**src/rtl/pong_ball_engine.sv**
```systemverilog
// Multi-ball pong physics, serve control, scoring and IDLE/PLAY/OVER game state.
// Build macro SPIN_DEFLECT_EN: per-ball vertical speed set by where the ball meets a paddle.
module pong_ball_engine #(
   parameter int NUM_BALLS    = 4,
   parameter int BALL_SIZE    = 8,
   parameter int SCREEN_W     = 640,
   parameter int SCREEN_H     = 480,
   parameter int TOP_MARGIN   = 25,
   parameter int PADDLE_H     = 72,
   parameter int SCORE_LIMIT  = 5,
   parameter int SPEED_MIN    = 2,
   parameter int SPEED_MAX    = 5,
   parameter int SPEED_PERIOD = 600,
   parameter int SERVE_DELAY  = 60
) (
   input  logic                    clk,
   input  logic                    reset,
   input  logic                    refresh_tick,
   input  logic                    game_active,
   input  logic [NUM_BALLS-1:0]    ball_enable,
   input  logic [9:0]              paddle1_y,
   input  logic [9:0]              paddle2_y,
   output logic [10*NUM_BALLS-1:0] ball_x,
   output logic [10*NUM_BALLS-1:0] ball_y,
   output logic [NUM_BALLS-1:0]    ball_visible,
   output logic [3:0]              score_player1,
   output logic [3:0]              score_player2,
   output logic [3:0]              speed,
   output logic                    game_over,
   output logic                    point_pulse,
   output logic                    point_side
);

   localparam int SCW  = (SERVE_DELAY > 1) ? $clog2(SERVE_DELAY) : 1;
   localparam int TCW  = (SPEED_PERIOD > 1) ? $clog2(SPEED_PERIOD) : 1;
   localparam int IDXW = (NUM_BALLS > 1) ? $clog2(NUM_BALLS) : 1;

   localparam logic [9:0]         CX       = 10'((SCREEN_W - BALL_SIZE) / 2);
   localparam logic [9:0]         CY       = 10'((SCREEN_H + TOP_MARGIN - BALL_SIZE) / 2);
   localparam logic [9:0]         TOP_Y    = 10'(TOP_MARGIN);
   localparam logic [9:0]         BOT_Y    = 10'(SCREEN_H - BALL_SIZE);
   localparam logic [9:0]         L_CLAMP  = 10'd41;
   localparam logic [9:0]         R_CLAMP  = 10'(599 - BALL_SIZE);
   localparam logic signed [10:0] TOP_S    = 11'(TOP_MARGIN);
   localparam logic signed [10:0] BOT_S    = 11'(SCREEN_H - BALL_SIZE);
   localparam logic signed [10:0] XMAX_S   = 11'(SCREEN_W - BALL_SIZE);
   localparam logic signed [10:0] BS_S     = 11'(BALL_SIZE);
   localparam logic signed [10:0] L_BACK   = 11'sd32;
   localparam logic signed [10:0] L_FACE   = 11'sd40;
   localparam logic signed [10:0] R_FACE   = 11'sd600;
   localparam logic signed [10:0] R_BACK   = 11'sd608;
   localparam logic [10:0]        TOP_U    = 11'(TOP_MARGIN);
   localparam logic [10:0]        PH_U     = 11'(PADDLE_H);
   localparam logic [3:0]         SPD_MIN  = 4'(SPEED_MIN);
   localparam logic [3:0]         SPD_MAX  = 4'(SPEED_MAX);
   localparam logic [3:0]         LIMIT    = 4'(SCORE_LIMIT);
   localparam logic [SCW-1:0]     SERVE_LAST = SCW'(SERVE_DELAY - 1);
   localparam logic [TCW-1:0]     STEP_LAST  = TCW'(SPEED_PERIOD - 1);

   typedef enum logic [1:0] {G_IDLE = 2'b00, G_PLAY = 2'b01, G_OVER = 2'b10} game_state_t;
   // bit 0 of the ball state doubles as the visibility flag
   typedef enum logic [1:0] {B_PARKED = 2'b00, B_SERVE = 2'b01, B_MOVE = 2'b11} ball_state_t;

   game_state_t          game_r;
   logic                 active_d_r;
   ball_state_t          bstate_r    [NUM_BALLS];
   logic [9:0]           bx_r        [NUM_BALLS];
   logic [9:0]           by_r        [NUM_BALLS];
   logic [SCW-1:0]       serve_cnt_r [NUM_BALLS];
   logic [NUM_BALLS-1:0] dx_left_r;
   logic [NUM_BALLS-1:0] dy_up_r;
   logic [3:0]           score1_r;
   logic [3:0]           score2_r;
   logic [3:0]           speed_r;
   logic [TCW-1:0]       tick_cnt_r;
   logic                 game_over_r;
   logic                 point_pulse_r;
   logic                 point_side_r;

   logic [3:0]           dy_mag_s    [NUM_BALLS];
   logic signed [10:0]   nx_s        [NUM_BALLS];
   logic signed [10:0]   ny_s        [NUM_BALLS];
   logic [NUM_BALLS-1:0] hit_l_s;
   logic [NUM_BALLS-1:0] hit_r_s;
   logic [NUM_BALLS-1:0] out_l_s;
   logic [NUM_BALLS-1:0] out_r_s;
   logic                 score_found_s;
   logic [IDXW-1:0]      score_idx_s;
   logic                 score_left_s;

`ifdef SPIN_DEFLECT_EN
   logic [3:0] dy_mag_r   [NUM_BALLS];
   logic [3:0] spin_mag_s [NUM_BALLS];
   logic [3:0] spd_up_s;
   logic [3:0] spd_dn_s;
   localparam logic [10:0] PQ_U = 11'(PADDLE_H / 4);

   assign spd_up_s = (speed_r == 4'd15) ? 4'd15 : (speed_r + 4'd1);
   assign spd_dn_s = (speed_r > 4'd1) ? (speed_r - 4'd1) : 4'd1;
`endif

   function automatic logic serve_left(input int idx);
      return (idx % 2) == 0;
   endfunction

   function automatic logic serve_up(input int idx);
      return ((idx / 2) % 2) == 1;
   endfunction

   for (genvar g = 0; g < NUM_BALLS; g++) begin : g_ball
      logic signed [10:0] x_s;
      logic signed [10:0] y_s;
      logic signed [10:0] xstep_s;
      logic signed [10:0] ystep_s;
      logic [10:0]        yu_s;
      logic [10:0]        top1_s;
      logic [10:0]        top2_s;
      logic               in_p1_s;
      logic               in_p2_s;

      assign x_s      = $signed({1'b0, bx_r[g]});
      assign y_s      = $signed({1'b0, by_r[g]});
      assign xstep_s  = $signed({7'b0, speed_r});
      assign ystep_s  = $signed({7'b0, dy_mag_s[g]});
      assign nx_s[g]  = dx_left_r[g] ? (x_s - xstep_s) : (x_s + xstep_s);
      assign ny_s[g]  = dy_up_r[g] ? (y_s - ystep_s) : (y_s + ystep_s);

      // paddle spans are checked against the ball's current row
      assign yu_s     = {1'b0, by_r[g]};
      assign top1_s   = {1'b0, paddle1_y} + TOP_U;
      assign top2_s   = {1'b0, paddle2_y} + TOP_U;
      assign in_p1_s  = (yu_s >= top1_s) && (yu_s <= (top1_s + PH_U));
      assign in_p2_s  = (yu_s >= top2_s) && (yu_s <= (top2_s + PH_U));

      assign hit_l_s[g] = dx_left_r[g] && (x_s >= L_BACK) && (nx_s[g] <= L_FACE) && in_p1_s;
      assign hit_r_s[g] = !dx_left_r[g] && ((x_s + BS_S) <= R_BACK) &&
                          ((nx_s[g] + BS_S) >= R_FACE) && in_p2_s;
      assign out_l_s[g] = !hit_l_s[g] && (nx_s[g] < 11'sd0);
      assign out_r_s[g] = !hit_r_s[g] && (nx_s[g] > XMAX_S);

      assign ball_x[10*g +: 10] = bx_r[g];
      assign ball_y[10*g +: 10] = by_r[g];
      assign ball_visible[g]    = bstate_r[g][0];

`ifdef SPIN_DEFLECT_EN
      logic [10:0] rel_s;
      assign dy_mag_s[g]   = dy_mag_r[g];
      assign rel_s         = hit_l_s[g] ? (yu_s - top1_s) : (yu_s - top2_s);
      assign spin_mag_s[g] = ((rel_s < PQ_U) || (rel_s > (PH_U - PQ_U))) ? spd_up_s : spd_dn_s;
`else
      assign dy_mag_s[g]   = speed_r;
`endif
   end

   // Pick the lowest-index moving ball that leaves the field on this tick.
   always_comb begin
      score_found_s = 1'b0;
      score_idx_s   = '0;
      score_left_s  = 1'b0;
      for (int i = NUM_BALLS - 1; i >= 0; i--) begin
         if (ball_enable[i] && (bstate_r[i] == B_MOVE) && (out_l_s[i] || out_r_s[i])) begin
            score_found_s = 1'b1;
            score_idx_s   = IDXW'(i);
            score_left_s  = out_l_s[i];
         end else begin
            score_found_s = score_found_s;
         end
      end
   end

   // Game state, per-ball serve/move machines, scores and speed schedule.
   always_ff @(posedge clk or posedge reset) begin
      if (reset) begin
         game_r        <= G_IDLE;
         active_d_r    <= 1'b0;
         score1_r      <= 4'd0;
         score2_r      <= 4'd0;
         speed_r       <= SPD_MIN;
         tick_cnt_r    <= '0;
         game_over_r   <= 1'b0;
         point_pulse_r <= 1'b0;
         point_side_r  <= 1'b0;
         for (int i = 0; i < NUM_BALLS; i++) begin
            bstate_r[i]    <= B_PARKED;
            bx_r[i]        <= CX;
            by_r[i]        <= CY;
            serve_cnt_r[i] <= '0;
            dx_left_r[i]   <= serve_left(i);
            dy_up_r[i]     <= serve_up(i);
`ifdef SPIN_DEFLECT_EN
            dy_mag_r[i]    <= SPD_MIN;
`endif
         end
      end else begin
         active_d_r    <= game_active;
         point_pulse_r <= 1'b0;
         case (game_r)
            G_IDLE, G_OVER: begin
               if (game_active && !active_d_r) begin
                  game_r      <= G_PLAY;
                  score1_r    <= 4'd0;
                  score2_r    <= 4'd0;
                  speed_r     <= SPD_MIN;
                  tick_cnt_r  <= '0;
                  game_over_r <= 1'b0;
                  for (int i = 0; i < NUM_BALLS; i++) begin
                     bstate_r[i]    <= ball_enable[i] ? B_SERVE : B_PARKED;
                     bx_r[i]        <= CX;
                     by_r[i]        <= CY;
                     serve_cnt_r[i] <= '0;
                     dx_left_r[i]   <= serve_left(i);
                     dy_up_r[i]     <= serve_up(i);
`ifdef SPIN_DEFLECT_EN
                     dy_mag_r[i]    <= SPD_MIN;
`endif
                  end
               end else begin
                  game_r <= game_r;
               end
            end
            G_PLAY: begin
               if (!game_active) begin
                  game_r <= G_IDLE;
                  for (int i = 0; i < NUM_BALLS; i++) begin
                     bstate_r[i] <= B_PARKED;
                     bx_r[i]     <= CX;
                     by_r[i]     <= CY;
                  end
               end else if (refresh_tick) begin
                  if (tick_cnt_r == STEP_LAST) begin
                     tick_cnt_r <= '0;
                     speed_r    <= (speed_r < SPD_MAX) ? (speed_r + 4'd1) : speed_r;
                  end else begin
                     tick_cnt_r <= tick_cnt_r + 1'b1;
                  end

                  for (int i = 0; i < NUM_BALLS; i++) begin
                     if (!ball_enable[i]) begin
                        bstate_r[i] <= B_PARKED;
                        bx_r[i]     <= CX;
                        by_r[i]     <= CY;
                     end else begin
                        case (bstate_r[i])
                           B_PARKED: begin
                              bstate_r[i]    <= B_SERVE;
                              bx_r[i]        <= CX;
                              by_r[i]        <= CY;
                              serve_cnt_r[i] <= '0;
                              dx_left_r[i]   <= serve_left(i);
                              dy_up_r[i]     <= serve_up(i);
`ifdef SPIN_DEFLECT_EN
                              dy_mag_r[i]    <= speed_r;
`endif
                           end
                           B_SERVE: begin
                              if (serve_cnt_r[i] == SERVE_LAST) begin
                                 bstate_r[i] <= B_MOVE;
                              end else begin
                                 serve_cnt_r[i] <= serve_cnt_r[i] + 1'b1;
                              end
                           end
                           B_MOVE: begin
                              if (out_l_s[i] || out_r_s[i]) begin
                                 // losers of the same-tick priority stay put and retry next tick
                                 if (score_idx_s == IDXW'(i)) begin
                                    bstate_r[i]    <= B_SERVE;
                                    bx_r[i]        <= CX;
                                    by_r[i]        <= CY;
                                    serve_cnt_r[i] <= '0;
                                    dx_left_r[i]   <= out_r_s[i];
                                    dy_up_r[i]     <= serve_up(i);
`ifdef SPIN_DEFLECT_EN
                                    dy_mag_r[i]    <= speed_r;
`endif
                                 end else begin
                                    bstate_r[i] <= B_MOVE;
                                 end
                              end else begin
                                 if (hit_l_s[i]) begin
                                    bx_r[i]      <= L_CLAMP;
                                    dx_left_r[i] <= 1'b0;
`ifdef SPIN_DEFLECT_EN
                                    dy_mag_r[i]  <= spin_mag_s[i];
`endif
                                 end else if (hit_r_s[i]) begin
                                    bx_r[i]      <= R_CLAMP;
                                    dx_left_r[i] <= 1'b1;
`ifdef SPIN_DEFLECT_EN
                                    dy_mag_r[i]  <= spin_mag_s[i];
`endif
                                 end else begin
                                    bx_r[i] <= nx_s[i][9:0];
                                 end
                                 if (ny_s[i] <= TOP_S) begin
                                    by_r[i]    <= TOP_Y;
                                    dy_up_r[i] <= 1'b0;
                                 end else if (ny_s[i] >= BOT_S) begin
                                    by_r[i]    <= BOT_Y;
                                    dy_up_r[i] <= 1'b1;
                                 end else begin
                                    by_r[i] <= ny_s[i][9:0];
                                 end
                              end
                           end
                           default: begin
                              bstate_r[i] <= B_PARKED;
                              bx_r[i]     <= CX;
                              by_r[i]     <= CY;
                           end
                        endcase
                     end
                  end

                  if (score_found_s) begin
                     point_pulse_r <= 1'b1;
                     point_side_r  <= score_left_s;
                     if (score_left_s) begin
                        score2_r <= score2_r + 4'd1;
                     end else begin
                        score1_r <= score1_r + 4'd1;
                     end
                     if ((score_left_s && ((score2_r + 4'd1) == LIMIT)) ||
                         (!score_left_s && ((score1_r + 4'd1) == LIMIT))) begin
                        game_r      <= G_OVER;
                        game_over_r <= 1'b1;
                        for (int i = 0; i < NUM_BALLS; i++) begin
                           bstate_r[i] <= B_PARKED;
                           bx_r[i]     <= CX;
                           by_r[i]     <= CY;
                        end
                     end else begin
                        game_r <= G_PLAY;
                     end
                  end else begin
                     point_side_r <= point_side_r;
                  end
               end else begin
                  game_r <= G_PLAY;
               end
            end
            default: game_r <= G_IDLE;
         endcase
      end
   end

   assign score_player1 = score1_r;
   assign score_player2 = score2_r;
   assign speed         = speed_r;
   assign game_over     = game_over_r;
   assign point_pulse   = point_pulse_r;
   assign point_side    = point_side_r;

endmodule

```
**config.mk**
```make
export PLATFORM = sky130hd
export DESIGN_NAME = pong_ball_engine
export DESIGN_NICKNAME = d
export VERILOG_FILES = /design/src/rtl/pong_ball_engine.sv
export SDC_FILE = /design/constraint.sdc
export NUM_CORES = 1
export LEC_CHECK = 0
export BUFFER_PORTS_ARGS = -buffer_cell sky130_fd_sc_hd__buf_2
export CAP_MARGIN = 20
export CELL_PAD_IN_SITES_DETAIL_PLACEMENT = 0
export CELL_PAD_IN_SITES_GLOBAL_PLACEMENT = 2
export CORE_UTILIZATION = 41
export CTS_CLUSTER_DIAMETER = 80
export DETAILED_ROUTE_END_ITERATION = 8
export PLACE_DENSITY = 0.94
export SLEW_MARGIN = 20
export SYNTH_ARGS = -nofsm -noshare
export SYNTH_HDL_FRONTEND = slang
export SYNTH_SLANG_ARGS = --single-unit
```
**constraint.sdc**
```tcl
create_clock -name clk -period 13 [get_ports clk]
set_input_delay 2.6 -clock clk [delete_from_list [all_inputs] [get_ports clk]]
set_output_delay 2.6 -clock clk [all_outputs]
set_load 0.01 [all_outputs]
```
==> flow_summary.ini <==
[status]
status = finished clean

[timing]
rsz0062_at_grt = false
whs_ns = 0.492
slew_headroom_pct = 26.5
period_share_pct = 64.5
worst_pin_slew_ns = 1.09
final.setup.tns_ns = 0
finalHoldViolCount = 0
max_freq_mhz = 119
final.setup_skew_ns = 0.0149
finalCriticalPeriod_ns = 8.39
setup_violations = 0
slew_violations = 0
setup_slack_ns = 4.61

[cts]
cts_root_buffer = clkbuf_16
post_cts_buffers = 0
cts.sinks = 148
cts.path.max_buffers = 2
worstSkewPairLatency_ns = 0.46
holdBufCountCts = 0
path_clk_slew_ns = 0.07
ctsResizeCount = 0
cts_tree = yes
cts_inserted_buffers = 17
htreeDepth = 4

[placement]
gp_congestion = 0.909
port_buffers = 126
pre_cts_ws_ns = 4.24
dpl.hpwl_microns = 47800
dpl_cell_area_sq_mm = 0.0187

[run]
cap_violations = 0

[layout]
fin_area_sq_mm = 0.0193
layout-drive-gt1-share_pct = 13.6
post-route-util_pct = 45.9
syn2layout_area_growth_pct = 9.81
layout.nets = 2520

[floorplan]
rows = 75
dieArea_sq_mm = 0.0438
start_util_pct = 41.8
die_x_microns = 209
core_area_sq_mm = 0.0421
fp.dieH_microns = 209
ios = 127

[yosys]
synth_edf_count = 0
synth_top_family_by_area = compound AO/OA/AOI/OAI gates
seq_area_frac_synth_pct = 21.4
synthFlopType = dfrtp_1
synth.distinct_cells = 105
synthMuxAreaShare_pct = 1.90
synth-simple-area-share_pct = 22.6
syn_nets = 2440
synthAdderAreaFrac_pct = 17.4
yosys_register_bits = 148
synth_xor_area_share_pct = 5.28
synth-compound-area-share_pct = 27.2
syn_area_sq_mm = 0.0176
netlist_instances = 2172
async_reset_ff_share_pct = 100
ys.warnings.count = 0
avgSynthCellArea_sq_um = 8.10

[routing]
vias = 17700
firstDrtPassIters = 6
drcViolationCount = 0
ant_nets = 0
wl_per_cell_microns = 22.1
drt_wl_total_microns = 62000
viasPerCell = 6.29
first_iter_violations = 1523

[critical_path]
worstSetupPathType = in -> reg
crit_path_end_kind = flip-flop
startpoint_type = primary input
critPathRequiredTime_ns = 13.39
worstPathMaxFanout = 21
crit_arrival_ns = 8.78

[power]
vdd_drop_max_mv = 0.0974
leakage_nw = 8.33
p_per_area_mw_per_mm2 = 160

[global_routing]
grt.met3_usage_pct = 3.89
grtUsageMet2_pct = 44.9
grt_pass1_vias = 16700
gr-total-overflow = 0
use_met1_pct = 38.6
antenna_found_initial = 1
grt_max_degree = 77
grt_busiest_layer = met2
grt_usage_pct = 28.2
grt_first_pass_wirelength_microns = 96100

[min_path]
min_path_type = reg -> reg
[cells in the final DEF, fill, tap and decap left out, types with 11 or more instances in the layout]
cell / instances
a2111oi_0: 16
a211oi_1: 23
a21o_1: 39
a21oi_1: 161
a31oi_1: 20
and2_1: 25
and3_1: 24
buf_2: 126
buf_4: 14
clkbuf_16: 17
dfrtp_1: 103
dfstp_2: 45
ha_1: 232
inv_1: 111
mux2_2: 11
mux2i_1: 21
nand2_1: 158
nand2b_1: 42
nand3_1: 82
nand4_1: 39
nor2_1: 157
nor2b_1: 42
nor3_1: 49
nor4_1: 24
o2111ai_1: 11
o211ai_1: 15
o21a_1: 25
o21ai_0: 144
o21ai_1: 16
o22ai_1: 32
o31a_1: 11
o31ai_1: 22
or2_2: 35
or3_1: 11
xnor2_1: 63
xor2_1: 43
[cell type report]
class | instances | area, sq um
inverters | 112 | 425
fillers | 4180 | 22800
clock inverters | 15 | 184
diodes | 3 | 7.51
clock buffers | 17 | 425
flip-flops and latches | 148 | 3760
well taps | 539 | 674
multi-input cells | 1833 | 13100
repair buffers | 140 | 736
[cell families (layout without fill, tap and decap cells)]
| kind of cell | Yosys count | in the layout |
|---|---|---|
| AO/OA/AOI/OAI | 697 | 697 |
| XOR/XNOR | 106 | 106 |
| adder cells (fa/ha/maj) | 240 | 240 |
| buffers and inverters | 191 | 284 |
| flip-flops | 148 | 148 |
| multiplexers | 32 | 32 |
| other | 0 | 3 |
| AND/OR/NAND/NOR | 758 | 758 |
[cell usage after synthesis (39+ instances only)]
master / number / area, sq um
ha_1: 232 / 2900
a21oi_1: 161 / 806
nand2_1: 158 / 593
nor2_1: 158 / 593
o21ai_0: 145 / 726
inv_1: 112 / 420
dfrtp_1: 103 / 2580
nand3_1: 82 / 410
xnor2_1: 63 / 552
clkbuf_1: 56 / 210
nor3_1: 49 / 245
dfstp_2: 45 / 1180
xor2_1: 43 / 377
nand2b_1: 42 / 263
nor2b_1: 42 / 263
a21o_1: 39 / 293
nand4_1: 39 / 244
[critical path, cell delays in order]
cell and delay [ns]:
buf_2 0.14, ha_1 0.27, a211o_1 0.32, and2_0 0.26
xnor2_1 0.50, nand2_1 0.15, nor3b_1 0.18, xor2_1 0.23
ha_1 0.27, or4_1 0.48, a2111oi_0 0.32, a211oi_1 0.17
o21ai_1 0.49, a21oi_1 0.28, a211oi_4 0.35, o31a_2 0.27
nand2_1 0.57, o31ai_4 0.65, a22o_1 0.22
[sequential cells by signal, summed over array words and instances, names as in the netlist, 10 cells and up]
signal       count
tick_cnt_r      10
serve_cnt_r     24
ball_x          40
ball_y          40
[metrics by stage]
step | cells | power, mW
finish | 2807 | 3.10
global route | 2804 | 3.33
CTS | 2804 | 3.07
detailed placement | 2772 | 2.53
global placement | 2772 | 2.50
floorplan | 2172 | 2.02
[metal layers]
layer	vias up	part of all wire, %
met3	127	6.8
met4	2	3.1
li1	8340	-
met1	8509	45
met5	-	0.018
met2	673	45
[power by group]
group / internal (mW) / switching [mW]
logic: 0.760 / 1.26
clock network: 0.292 / 0.241
registers: 0.489 / 0.0531
total: 1.54 / 1.56
[worst paths after layout]
check / slack (ns) / endpoint / from / cells past startpoint
worst max-delay path: 4.61 / ball_x[0] / paddle1_y[0] / 19
worst min-delay path: 0.49 / serve_cnt_r[10] / serve_cnt_r[10] / 1
worst max register to register: 6.09 / ball_x[0] / speed[1] / 16
worst min register to register: 0.49 / serve_cnt_r[10] / serve_cnt_r[10] / 1
max in group asynchronous: 9.23 / ball_y[21] / reset / 3
min in group asynchronous: 2.27 / tick_cnt_r[3] / reset / 2
No activity file was read; power rests on OpenSTA's default activity.
